$ cat src/rtl/led_matrix_pixel_unpacker.sv
// Byte-stream to pixel unpacker feeding the LED matrix core: R,G,B triplets become one
// truncated pixel each, and the stream is held off between frames until the core's image_sync.
module led_matrix_pixel_unpacker #(
    parameter int PANEL_ROWS      = 4,
    parameter int PANEL_COLS      = 4,
    parameter int COLOR_DEPTH     = 4,
    parameter int WAIT_IMAGE_SYNC = 1
) (
    input  logic                        clk,
    input  logic                        rst_n,
    input  logic                        byte_valid,
    input  logic                        byte_sof,
    input  logic [7:0]                  byte_data,
    output logic                        byte_ready,
    input  logic                        image_sync,
    output logic                        pix_valid,
    output logic                        pix_sync,
    output logic [2:0][COLOR_DEPTH-1:0] pix_rgb,
    output logic                        err_frame
);

    localparam int NUM_PIX = PANEL_ROWS * PANEL_COLS;
    localparam int CNT_W   = $clog2(NUM_PIX);
    localparam logic [CNT_W-1:0] LAST_PIX = CNT_W'(NUM_PIX - 1);

    typedef enum logic [2:0] {
        IDLE,
        GET_R,
        GET_G,
        GET_B,
        WAIT_SYNC
    } state_t;

    state_t                 state, state_next;
    logic [COLOR_DEPTH-1:0] r_q, g_q;
    logic [CNT_W-1:0]       pix_cnt;
    logic                   sync_pending;

    logic accept;
    logic latch_r, latch_g, emit, restart, exit_sync;
    logic last_pix;

    // Only the top COLOR_DEPTH bits of each byte are kept; the rest are intentionally dropped.
    logic unused_low_bits;
    assign unused_low_bits = ^byte_data;

    // Ready depends on state (and reset) only, never on byte_valid.
    assign byte_ready = rst_n && (state != WAIT_SYNC);
    assign accept     = byte_valid && byte_ready;
    assign last_pix   = (pix_cnt == LAST_PIX);

    // NOTE: state register uses non-blocking assignments so every flop samples pre-edge values.
    always_ff @(posedge clk or negedge rst_n) begin
        if (!rst_n) state <= IDLE;
        else        state <= state_next;
    end

    // NOTE: every output of this block gets a default first, so no path can infer a latch.
    always_comb begin
        state_next = state;
        latch_r    = 1'b0;
        latch_g    = 1'b0;
        emit       = 1'b0;
        restart    = 1'b0;
        exit_sync  = 1'b0;
        case (state)
            IDLE: begin
                if (accept && byte_sof) begin
                    latch_r    = 1'b1;
                    state_next = GET_G;
                end
            end
            GET_R, GET_G, GET_B: begin
                if (accept && byte_sof) begin
                    // Early SOF: abandon the current frame and treat this byte as a fresh R.
                    restart    = 1'b1;
                    latch_r    = 1'b1;
                    state_next = GET_G;
                end else if (accept) begin
                    case (state)
                        GET_R: begin
                            latch_r    = 1'b1;
                            state_next = GET_G;
                        end
                        GET_G: begin
                            latch_g    = 1'b1;
                            state_next = GET_B;
                        end
                        default: begin
                            emit = 1'b1;
                            if (!last_pix)                 state_next = GET_R;
                            else if (WAIT_IMAGE_SYNC != 0) state_next = WAIT_SYNC;
                            else                           state_next = IDLE;
                        end
                    endcase
                end
            end
            WAIT_SYNC: begin
                if (sync_pending || image_sync) begin
                    exit_sync  = 1'b1;
                    state_next = IDLE;
                end
            end
            default: state_next = IDLE;
        endcase
    end

    always_ff @(posedge clk or negedge rst_n) begin
        if (!rst_n) begin
            r_q          <= '0;
            g_q          <= '0;
            pix_cnt      <= '0;
            sync_pending <= 1'b0;
            pix_valid    <= 1'b0;
            pix_sync     <= 1'b0;
            pix_rgb      <= '0;
            err_frame    <= 1'b0;
        end else begin
            pix_valid <= emit;
            err_frame <= restart;
            if (latch_r) r_q <= byte_data[7 -: COLOR_DEPTH];
            if (latch_g) g_q <= byte_data[7 -: COLOR_DEPTH];
            if (emit) begin
                pix_sync <= (pix_cnt == '0);
                pix_rgb  <= {r_q, g_q, byte_data[7 -: COLOR_DEPTH]};
            end
            if (restart)   pix_cnt <= '0;
            else if (emit) pix_cnt <= last_pix ? '0 : pix_cnt + 1'b1;
            // A sync seen mid-frame is remembered so the next frame is released without waiting.
            if (WAIT_IMAGE_SYNC != 0) begin
                if (exit_sync)                              sync_pending <= 1'b0;
                else if (image_sync && state != WAIT_SYNC) sync_pending <= 1'b1;
            end
        end
    end

endmodule
$ cat config.mk
export PLATFORM = sky130hd
export DESIGN_NAME = led_matrix_pixel_unpacker
export DESIGN_NICKNAME = d
export VERILOG_FILES = /design/src/rtl/led_matrix_pixel_unpacker.sv
export SDC_FILE = /design/constraint.sdc
export NUM_CORES = 1
export LEC_CHECK = 0
export ABC_AREA = 1
export CORE_UTILIZATION = 40
export CTS_BUF_LIST = sky130_fd_sc_hd__clkbuf_8
export DETAILED_ROUTE_END_ITERATION = 8
export GPL_ROUTABILITY_DRIVEN = 0
export PLACE_DENSITY = 0.6
export SYNTH_ARGS = -nofsm -noshare
export SYNTH_HDL_FRONTEND = slang
export SYNTH_SLANG_ARGS = --single-unit
$ cat constraint.sdc
create_clock -name clk -period 2.55 [get_ports clk]
set_input_delay 0.255 -clock clk [delete_from_list [all_inputs] [get_ports clk]]
set_output_delay 0.255 -clock clk [all_outputs]
set_load 0.02 [all_outputs]
Yosys cells after proc, flatten, opt, wreduce, memory -nomap -nowiden
Cells that the tools add are included.

operators by class
  reduce and logical (&&, ||, !) cells = 12
  muxes and demuxes = 28
  add/subtract/negate cells = 1
  equality and inequality tests = 9

operators by type and width
  cell                   count
  $mux W1                17
  $mux W3                5
  $mux W4                3
  $pmux W3 S3            1
  $eq A3 B2 Y1 const B   2
  $ne A3 B3 Y1 const B   2
  $pmux W3 S2            1
  $add A4 B1 Y4 const B  1
  $eq A4 B4 Y1 const B   1
  $logic_and A1 B1 Y1    4
  $logic_not A4 Y1       1
  $ne A2 B2 Y1 const B   2
  $reduce_bool A2 Y1     2
  $eq A3 B1 Y1 const B   1
  $eq A3 B3 Y1 const B   1
  $logic_not A3 Y1       1
  $reduce_and A3 Y1      1
  $reduce_or A3 Y1       1
  $pmux W1 S2            1
  $reduce_or A2 Y1       1
  $logic_or A1 B1 Y1     1

word-level totals
  input bits = 13
  logic and storage cells = 61
  output and inout port bits = 16
  flip-flop bits (word level) = 31

Logic depth before layout (Yosys ltp)
Gate-level depths: netlist of the first run.

  word-level depth = 8
  depth in mapped cells = 8
  mapped depth without buffers = 8

Worst setup path before layout of the first run
OpenSTA, ideal clock, no wires.

  path type = reg2reg
  start = reg state[0]
  end = reg pix_rgb[0] (netlist name)
  period minus slack after synthesis = 1.303 ns
  stages on the path, launching flop included = 8
  path buffers = 1
  arrival = 1.185 ns
  setup slack = 1.247 ns
  data required time = 2.432 ns
  cell sequence = dfrtp_1 > nor2_2 > nand2_2 > nand4_4 > nand3_4 > buf_6 > nand2_1 > o21ai_2

on the way
  cells in the longest elaborated chain, start to end = 6
  elaborated cells between the ends (all ways) = 13

ends and longest elaborated chain
  item                                                                      line    RTL
  start, declared                                                           34      state_t state, state_next;
  start signal, assigned                                                    55      else state <= state_next;
  $eq A3 B2 Y1, or another cell as far along                                66, 80
  $reduce_or A2 Y1 (no line) / $logic_and A1 B1 Y1 (equally long branches)  --
  $mux W1 / $logic_and A1 B1 Y1 (equally long branches)                     80, 49
  $mux W1 / $logic_and A1 B1 Y1 (equally long branches)                     79, 74
  $mux W1                                                                   74      if (accept && byte_sof) begin
  $mux W1 *                                                                 66      case (state)
  end signal, assigned                                                      125     pix_rgb <= {r_q, g_q, byte_data[7 -: COLOR_DEPTH]};
  end, declared                                                             18      output logic [2:0][COLOR_DEPTH-1:0] pix_rgb,

Mark *: on every way between the ends. The rest lies on a longest branch, timed or not.
A chain may end at the register's enable or synchronous reset.

Worst setup path after layout of the first run
  start = reg state[0]
  end = out byte_ready

on the way
  cells in the longest elaborated chain, start to end = 2

ends and longest elaborated chain
  item                 line  RTL
  $ne A3 B3 Y1         48    assign byte_ready = rst_n && (state != WAIT_SYNC);
  $logic_and A1 B1 Y1  48
  end, declared        14    output logic byte_ready,

Every way passes these cells.

==> impl_metrics.ini, run 1 <==
[flow_run]
drv_cap = 0

[yosys]
synth_xor_area_frac = 0.00593
seq_area_frac_synth = 0.525
synth-edff-count = 0
synthTopCellsByCount = nand2_1 (56), dfrtp_1 (31), inv_1 (23)
synth_fa_ha_area_frac = 0.0169
synthTopCellsByArea = dfrtp_1 (53%), nand2_1 (14%), inv_1 (5.8%)
synth_top_area_share = 0.525
synth_top_family_by_area = simple AND/OR/NAND/NOR gates
yosys_warnings = 0
synth_area_mm2 = 0.00148
synth.most_common_cell = nand2_1
synth.area.mux_share = 0
synth-simple-area-share = 0.278
synth_ff_type = dfrtp_1
async_flop_share = 1.00
synthCells = 172
syn_nets = 187
syn_area_per_cell_um2 = 8.58
synth_compound_area_frac = 0.0924
synth_seq_cells = 31
synth_area_leader_cell = dfrtp_1
ys_types = 21

[die]
core_area_mm2 = 0.00344
io_pins = 29
start_util = 0.429
die-area_mm2 = 0.00394
die_h_um = 62.8
num_rows = 21
fp.dieW_um = 62.8

[timing]
tns_ps = 0
min_period_ps = 1940
fin_crit_sh = 0.759
rsz0062_at_grt = false
worst_pin_slew_ps = 402
relSlewSlack = 0.732
finClkSkew_ps = 3.86
finalSetupViolCount = 0
hold_viol_final = 0
fmax_mhz = 517
final_max_slew_viol_count = 0

[placed_design]
place_area_mm2 = 0.00177
dp.cells = 242
dp.final_hpwl_um = 2070
port_buffers = 24

[global_route]
grt_pass1_vias = 1161
grt_overflow = 0
grt_antenna_before_repair = 0
grt_max_degree = 28
grt_util_all_layers = 0.165
grt_pass1_wl_um = 4990

[cts]
clockRootBuffer = clkbuf_8
hold_buffers = 0
clkLatencyLatePin_ps = 280
cts_resized = 0
clk_pin_slew_worst_paths_ps = 70
clk_path_buf_depth = 2
htree_num_levels = 2
cts_made_buffers = 5
post_cts_buffers = 0
cts_tree = yes
cts_sinks = 31

[power]
switchingPower_mw = 0.766
p_comb_frac = 0.394
p_per_area_mw_per_mm2 = 1120
switching_share = 0.361
seq_power_share = 0.373
internal-power_mw = 1.35
peakVddDrop_mv = 0.576
clkPwrFrac = 0.232
leakagePower_nw = 0.980

[detailed_routing]
drtIter0Drc = 50
drc = 0
dr.pass1.iters = 4
detail-route-antenna-nets = 0
num_vias = 1160
viasPerCell = 4.64
postRouteWirelength_um = 2780
wl_per_cell_um = 11.1

[critical_path]
r2r.worst_path.cells = 7
critPathKind = register to primary output
r2r_slack_ps = 890
crit_slowest_cell = clkdlybuf4s50_1
cp-end-kind = primary output
arrival_ps = 1680
r2r-end = pix_rgb[10]
cp-start-kind = register
rr_startpoint = state[0]
slowest_delay_ps = 530
required_ps = 2300
worstPathCellList = nor2_2, nand2_2, nand2_1, inv_1, clkdlybuf4s50_1
crit_fanout = 5

[cells_and_area]
drive_gt1_frac = 0.147
finalInstanceArea_mm2 = 0.00189
syn_to_final_growth_pct = 27.9
diodes = 0
num-nets-final = 218
layoutNonFillerInstCount = 250
final_core_util = 0.549

[min_path]
min_path_type = primary input to async pin

[run_status]
status = completed
==> per-layer routing <==
layer  track usage  part of all wire  vias to the layer above  wire (um)
li1              -                 -                      593          -
met1         0.205              0.47                      534       1320
met2         0.257              0.47                       29       1300
met3        0.0566             0.046                        4        128
met4        0.0785             0.010                        0         29
met5             0                 0                        -          0
==> registers in the layout, indices dropped and copies added, names as in the netlist <==
register / count
err_frame: 1
g_q: 4
pix_cnt: 4
pix_rgb: 12
pix_sync: 1
pix_valid: 1
r_q: 4
state: 3
sync_pending: 1
==> worst max path at each step <==
stage          cells past startpoint       start  slack, ps          to
4_1_cts                            5    state[0]        590  byte_ready
5_1_grt                            5    state[0]        530  byte_ready
2_1_floorplan                      7    state[0]       1250  pix_rgb[0]
3_3_place_gp                       7  byte_valid        600  pix_rgb[9]
6_report                           5    state[0]        610  byte_ready
3_5_place_dp                       7  byte_valid        570  pix_rgb[9]
==> placed cells by master, fill, tap and decap left out, drive strengths merged, types with 2 or more instances in the layout <==
| cell type | n |
|---|---|
| buf | 3 |
| clkbuf | 6 |
| clkdlybuf4s50 | 24 |
| dfrtp | 31 |
| ha | 2 |
| inv | 25 |
| nand2 | 60 |
| nand3 | 12 |
| nor2 | 15 |
| o21ai | 18 |
==> stage by stage <==
| stage | total power [mW] | hold WS [ps] | worst slack [ps] |
|---|---|---|---|
| floorplan | 1.34 | -40.6 | 1250 |
| global placement | 1.62 | 463 | 599 |
| detailed placement | 1.64 | 465 | 566 |
| CTS | 2.16 | 384 | 585 |
| global route | 2.29 | 405 | 529 |
| finish | 2.12 | 391 | 615 |
==> cells by family after synthesis <==
logic type / count (synthesis)
compound gates: 20
xor+xnor: 1
fa+ha+maj: 2
buf+inv: 28
flops: 31
simple gates: 90
==> power by group through the flow <==
stage               registers, mW  logic [mW]  clock network [mW]
floorplan                   0.910       0.427                   0
global placement            0.794       0.828                   0
detailed placement          0.799       0.845                   0
CTS                         0.792       0.850               0.513
global route                0.816       0.932               0.538
finish                      0.792       0.836               0.493
==> worst max-delay path, delay by kind of cell (launching register included) <==
kind	cells	cell delay [ps]
buffers and inverters	2	570
AND/OR/NAND/NOR	3	420
flip-flops	1	420
==> area by class of cell <==
class	instances	area, um^2
Timing Repair Buffer	27	263
Inverter	25	93.8
Tap cell	46	57.6
Fill cell	326	1550
Clock inverter	2	35.0
Multi-Input combinational cell	113	581
Clock buffer	6	82.6
Sequential cell	31	776
Note: power is estimated with default switching activity, not from simulation.
==> run 2: changes to the inputs <==
Clock period 2.55 ns to 2 ns, I/O delays scaled along.
==> impl_metrics.ini, run 2 (synthesis gave the netlist of run 1 again) <==
[die]
start_util = 0.429
die-area_mm2 = 0.00394
die_h_um = 62.8
core_area_mm2 = 0.00344
num_rows = 21
fp.dieW_um = 62.8
io_pins = 29

[timing]
rsz0062_at_grt = false
hold_viol_final = 0
setup_ws_ps = 99.1
min_period_ps = 1900
finClkSkew_ps = 6.18
relSlewSlack = 0.747
finalSetupViolCount = 0
tns_ps = 0
fin_crit_sh = 0.950
fmax_mhz = 526
timing.hold.ws_ps = 359
final_max_slew_viol_count = 0
worst_pin_slew_ps = 379

[flow_run]
drv_cap = 0

[critical_path]
r2r.worst_path.cells = 7
crit_fanout = 5
cp_num_cells = 5
r2r-end = pix_rgb[8]
cp-endpoint = byte_ready
cp-end-kind = primary output
r2r_slack_ps = 500
required_ps = 1800
arrival_ps = 1700
critPathTopFamily = buffers and inverters
cp-start-kind = register
crit_slowest_cell = clkdlybuf4s50_1
rr_startpoint = state[0]
critPathKind = register to primary output
crit_buf_inv = 2
worstPathCellList = nor2_2, nand2_2, nand2_1, inv_1, clkdlybuf4s50_1
slowest_delay_ps = 530
crit_path_start = state[0]

[power]
p_per_area_mw_per_mm2 = 1420
peakVddDrop_mv = 0.737
leakagePower_nw = 0.989

[detailed_routing]
postRouteWirelength_um = 2930
detail-route-antenna-nets = 0
dr.pass1.iters = 4
viasPerCell = 4.64
wl_per_cell_um = 11.7
num_vias = 1165
drc = 0
drtIter0Drc = 54

[placed_design]
dp.final_hpwl_um = 2190
port_buffers = 24
place_ws_ps = 254
place_area_mm2 = 0.00180

[cells_and_area]
drive_gt1_frac = 0.146
final_common_cell = nand2_1
fillers = 341
num-nets-final = 220
register_area_um2 = 776
multiInputGateArea_um2 = 581
syn_to_final_growth_pct = 28.7
finalInstanceArea_mm2 = 0.00190
diodes = 0
largest_register_ffs = 12
final_core_util = 0.552
mostFrequentLayoutCells = nand2_1 (56), dfrtp_1 (31), inv_1 (24), clkdlybuf4s50_1 (24), nor2_1 (14)
top_register = pix_rgb

[cts]
cts_sinks = 31
cts_resized = 0
post_cts_buffers = 0
clk_pin_slew_worst_paths_ps = 70
cts_made_buffers = 5
hold_buffers = 0
clk_path_buf_depth = 2
clkLatencyLatePin_ps = 280
clockRootBuffer = clkbuf_8
cts_tree = yes
htree_num_levels = 2

[global_route]
grt_max_degree = 15
grt_overflow = 0
grt_antenna_before_repair = 0
grt_pass1_vias = 1167
grt_pass1_wl_um = 5170
grt_util_all_layers = 0.174

[run_status]
status = completed

[min_path]
min_path_type = primary input to async pin
-- run 2: cell count changes in the layout (fill, tap and decap cells not counted), sizes merged --
cell | previous run | this run
clkbuf | 6 | 5
buf | 3 | 5
clkinv | 1 | 0
inv | 25 | 26
-- run 2: area by class of cell --
| type | instances | area share |
|---|---|---|
| tap | 46 | 0.0303 |
| sequential | 31 | 0.408 |
| multi-input combinational | 113 | 0.305 |
| clock buffer | 5 | 0.0362 |
| inverter | 25 | 0.0494 |
| timing repair buffer | 29 | 0.153 |
| clock inverter | 2 | 0.0178 |
-- run 2: report_power, final --
part           leakage [nW]  internal, mW  total, mW  switching, mW
Combinational         0.544         0.477       1.09          0.617
Clock                0.0554         0.359      0.580          0.220
Sequential            0.390         0.865       1.02          0.154
Total                 0.989          1.70       2.69          0.991
-- run 2: stage by stage --
step	total power, mW	instances
global route	2.90	251
detailed placement	2.12	244
CTS	2.72	251
global placement	2.09	244
finish	2.69	251
floorplan	1.70	172
-- run 2: worst reg2reg max path, cell delays in order (launching register included) --
cell and delay (ps):
dfrtp_1 430, nor2_2 210, nand2_2 120, nand4_4 120, nand3_4 180, buf_4 220
nand2_1 60, nand2_1 50
-- run 2: worst min path at each step --
| stage | start | to | slack [ps] | cells after the start |
|---|---|---|---|---|
| detailed placement | pix_rgb[9] | pix_rgb[9] | 470 | 2 |
| global route | rst_n | state[2] | 370 | 2 |
| finish | rst_n | state[2] | 360 | 2 |
| floorplan | rst_n | err_frame | -100 | 0 |
| CTS | rst_n | err_frame | 340 | 2 |
| global placement | pix_sync | pix_sync | 460 | 2 |
-- run 2: metal layers --
metal | track usage | routed length [um] | part of all wire | vias up
met3 | 0.0675 | 115 | 0.039 | 4
li1 | - | - | - | 595
met4 | 0.0727 | 29 | 0.0099 | 0
met5 | 0 | 0 | 0 | -
met2 | 0.270 | 1420 | 0.49 | 24
met1 | 0.216 | 1360 | 0.47 | 542
==> run 3: changes to the inputs <==
Settings changed: ABC_AREA 1 to unset, PLACE_DENSITY 0.6 to 0.61.
==> impl_metrics.ini, run 3 <==
[yosys]
synth.area.mux_share = 0.172
synth_ff_type = dfrtp_1
syn_area_per_cell_um2 = 12.6
async_flop_share = 1.00
synth.most_common_cell = dfrtp_1
synthCells = 109
synth_area_mm2 = 0.00137
ys_types = 32
synth_top_family_by_area = multiplexers
synthTopCellsByCount = dfrtp_1 (31), mux2_2 (21), a21oi_1 (6)
synth_top_area_share = 0.565
synth-edff-count = 0
synth_area_leader_cell = dfrtp_1
synth_compound_area_frac = 0.0848
synth_seq_cells = 31
synth_xor_area_frac = 0
yosys_warnings = 0
synth-simple-area-share = 0.126
synth_fa_ha_area_frac = 0.0182
synthTopCellsByArea = dfrtp_1 (57%), mux2_2 (17%), a21oi_1 (2.2%)
seq_area_frac_synth = 0.565
syn_nets = 124

[critical_path]
cp-start-kind = register
crit_fanout = 12
cp-end-kind = primary output
r2r_slack_ps = 340
critPathKind = register to primary output
arrival_ps = 1660
required_ps = 1800

[min_path]
min_path_type = primary input to async pin

[timing]
timing.hold.ws_ps = 252
min_period_ps = 1860
relSlewSlack = 0.697
rsz0062_at_grt = false
tns_ps = 0
fmax_mhz = 539
hold_viol_final = 0
finalSetupViolCount = 0
final_max_slew_viol_count = 0
finClkSkew_ps = 6.01
fin_crit_sh = 0.928
worst_pin_slew_ps = 451

[die]
start_util = 0.435
die_h_um = 60.6
fp.dieW_um = 60.6
io_pins = 29
core_area_mm2 = 0.00315
num_rows = 20
die-area_mm2 = 0.00367

[cts]
clk_pin_slew_worst_paths_ps = 60
clkLatencyLatePin_ps = 280
htree_num_levels = 2
cts_sinks = 31
cts_made_buffers = 5
post_cts_buffers = 0
clk_path_buf_depth = 2
cts_tree = yes
clockRootBuffer = clkbuf_8
hold_buffers = 0
cts_resized = 0

[cells_and_area]
final_core_util = 0.572
mostFrequentLayoutCells = dfrtp_1 (29), clkdlybuf4s50_1 (24), mux2_2 (21)
largest_register_ffs = 12
syn_to_final_growth_pct = 31.4
top_register = pix_rgb
diodes = 0
fillers = 305
final_common_cell = dfrtp_1
num-nets-final = 158
drive_gt1_frac = 0.299

[global_route]
grt_max_degree = 17
grt_util_all_layers = 0.177
grt.met3_usage = 0.0490
use_met2 = 0.253
top_usage_layer = met2
grt_antenna_before_repair = 0
grt_pass1_wl_um = 4570
grt_pass1_vias = 1002
grt_overflow = 0
use_met1 = 0.234

[power]
p_per_area_mw_per_mm2 = 1370
leakagePower_nw = 0.777
peakVddDrop_mv = 0.751

[detailed_routing]
viasPerCell = 5.28
num_vias = 992
drtIter0Drc = 32
postRouteWirelength_um = 2660
wl_per_cell_um = 14.2
drc = 0
detail-route-antenna-nets = 0
dr.pass1.iters = 4

[run_status]
status = completed

[placed_design]
port_buffers = 24
dp.final_hpwl_um = 1850

[flow_run]
drv_cap = 0
run 3: layout make-up:
type | count | area (um^2) | area share
Multi-Input combinational cell | 69 | 551 | 0.305
Inverter | 4 | 15.0 | 0.00833
Clock buffer | 7 | 96.3 | 0.0534
Timing Repair Buffer | 32 | 300 | 0.167
Tap cell | 44 | 55.1 | 0.0305
Sequential cell | 31 | 778 | 0.432
Clock inverter | 1 | 7.51 | 0.00416
run 3: path summary, 6_finish.rpt:
path	end	cells past startpoint	start
setup / recovery	byte_ready	4	state[0]
setup reg to reg	state[0]	3	state[0]
min in group clk	state[2]	1	sync_pending
max in group asynchronous	state[0]	3	rst_n
hold reg to reg	state[2]	1	sync_pending
hold / removal	pix_cnt[2]	2	rst_n
run 3: metrics by stage:
| stage | cells | power, mW | area (um^2) | worst slack (ps) |
|---|---|---|---|---|
| 6_report | 188 | 2.47 | 1800 | 144 |
| 3_3_place_gp | 180 | 1.91 | 1700 | 106 |
| 3_5_place_dp | 180 | 1.93 | 1700 | 65.5 |
| 4_1_cts | 188 | 2.49 | 1800 | 77.9 |
| 5_1_grt | 188 | 2.63 | 1800 | 40.5 |
| 2_1_floorplan | 109 | 1.54 | 1370 | 375 |
run 3: where the power goes:
| group | switching [mW] | leakage (nW) | internal (mW) | total [mW] |
|---|---|---|---|---|
| clock | 0.233 | 0.0505 | 0.313 | 0.546 |
| sequential | 0.173 | 0.384 | 0.868 | 1.04 |
| combinational | 0.388 | 0.343 | 0.492 | 0.880 |
| total | 0.793 | 0.777 | 1.67 | 2.47 |
run 3: worst max-delay path, cell delays in order (launching register included):
cell             delay, ps
dfrtp_2                470
nor2_1                 120
nand2_1                 80
and2_1                 180
clkdlybuf4s50_1        530
run 3: logic make-up (layout without fill, tap and decap cells):
group	after synthesis	in the layout
AOI/OAI and AO/OA	19	19
adders and majority gates	2	2
buffers and inverters	9	44
DFF	31	31
muxes	21	21
and+or+nand+nor	27	27
run 3: routing by layer:
layer	share of wire	vias up
li1	-	465
met5	0	-
met3	0.037	8
met1	0.48	499
met2	0.46	20
met4	0.024	0
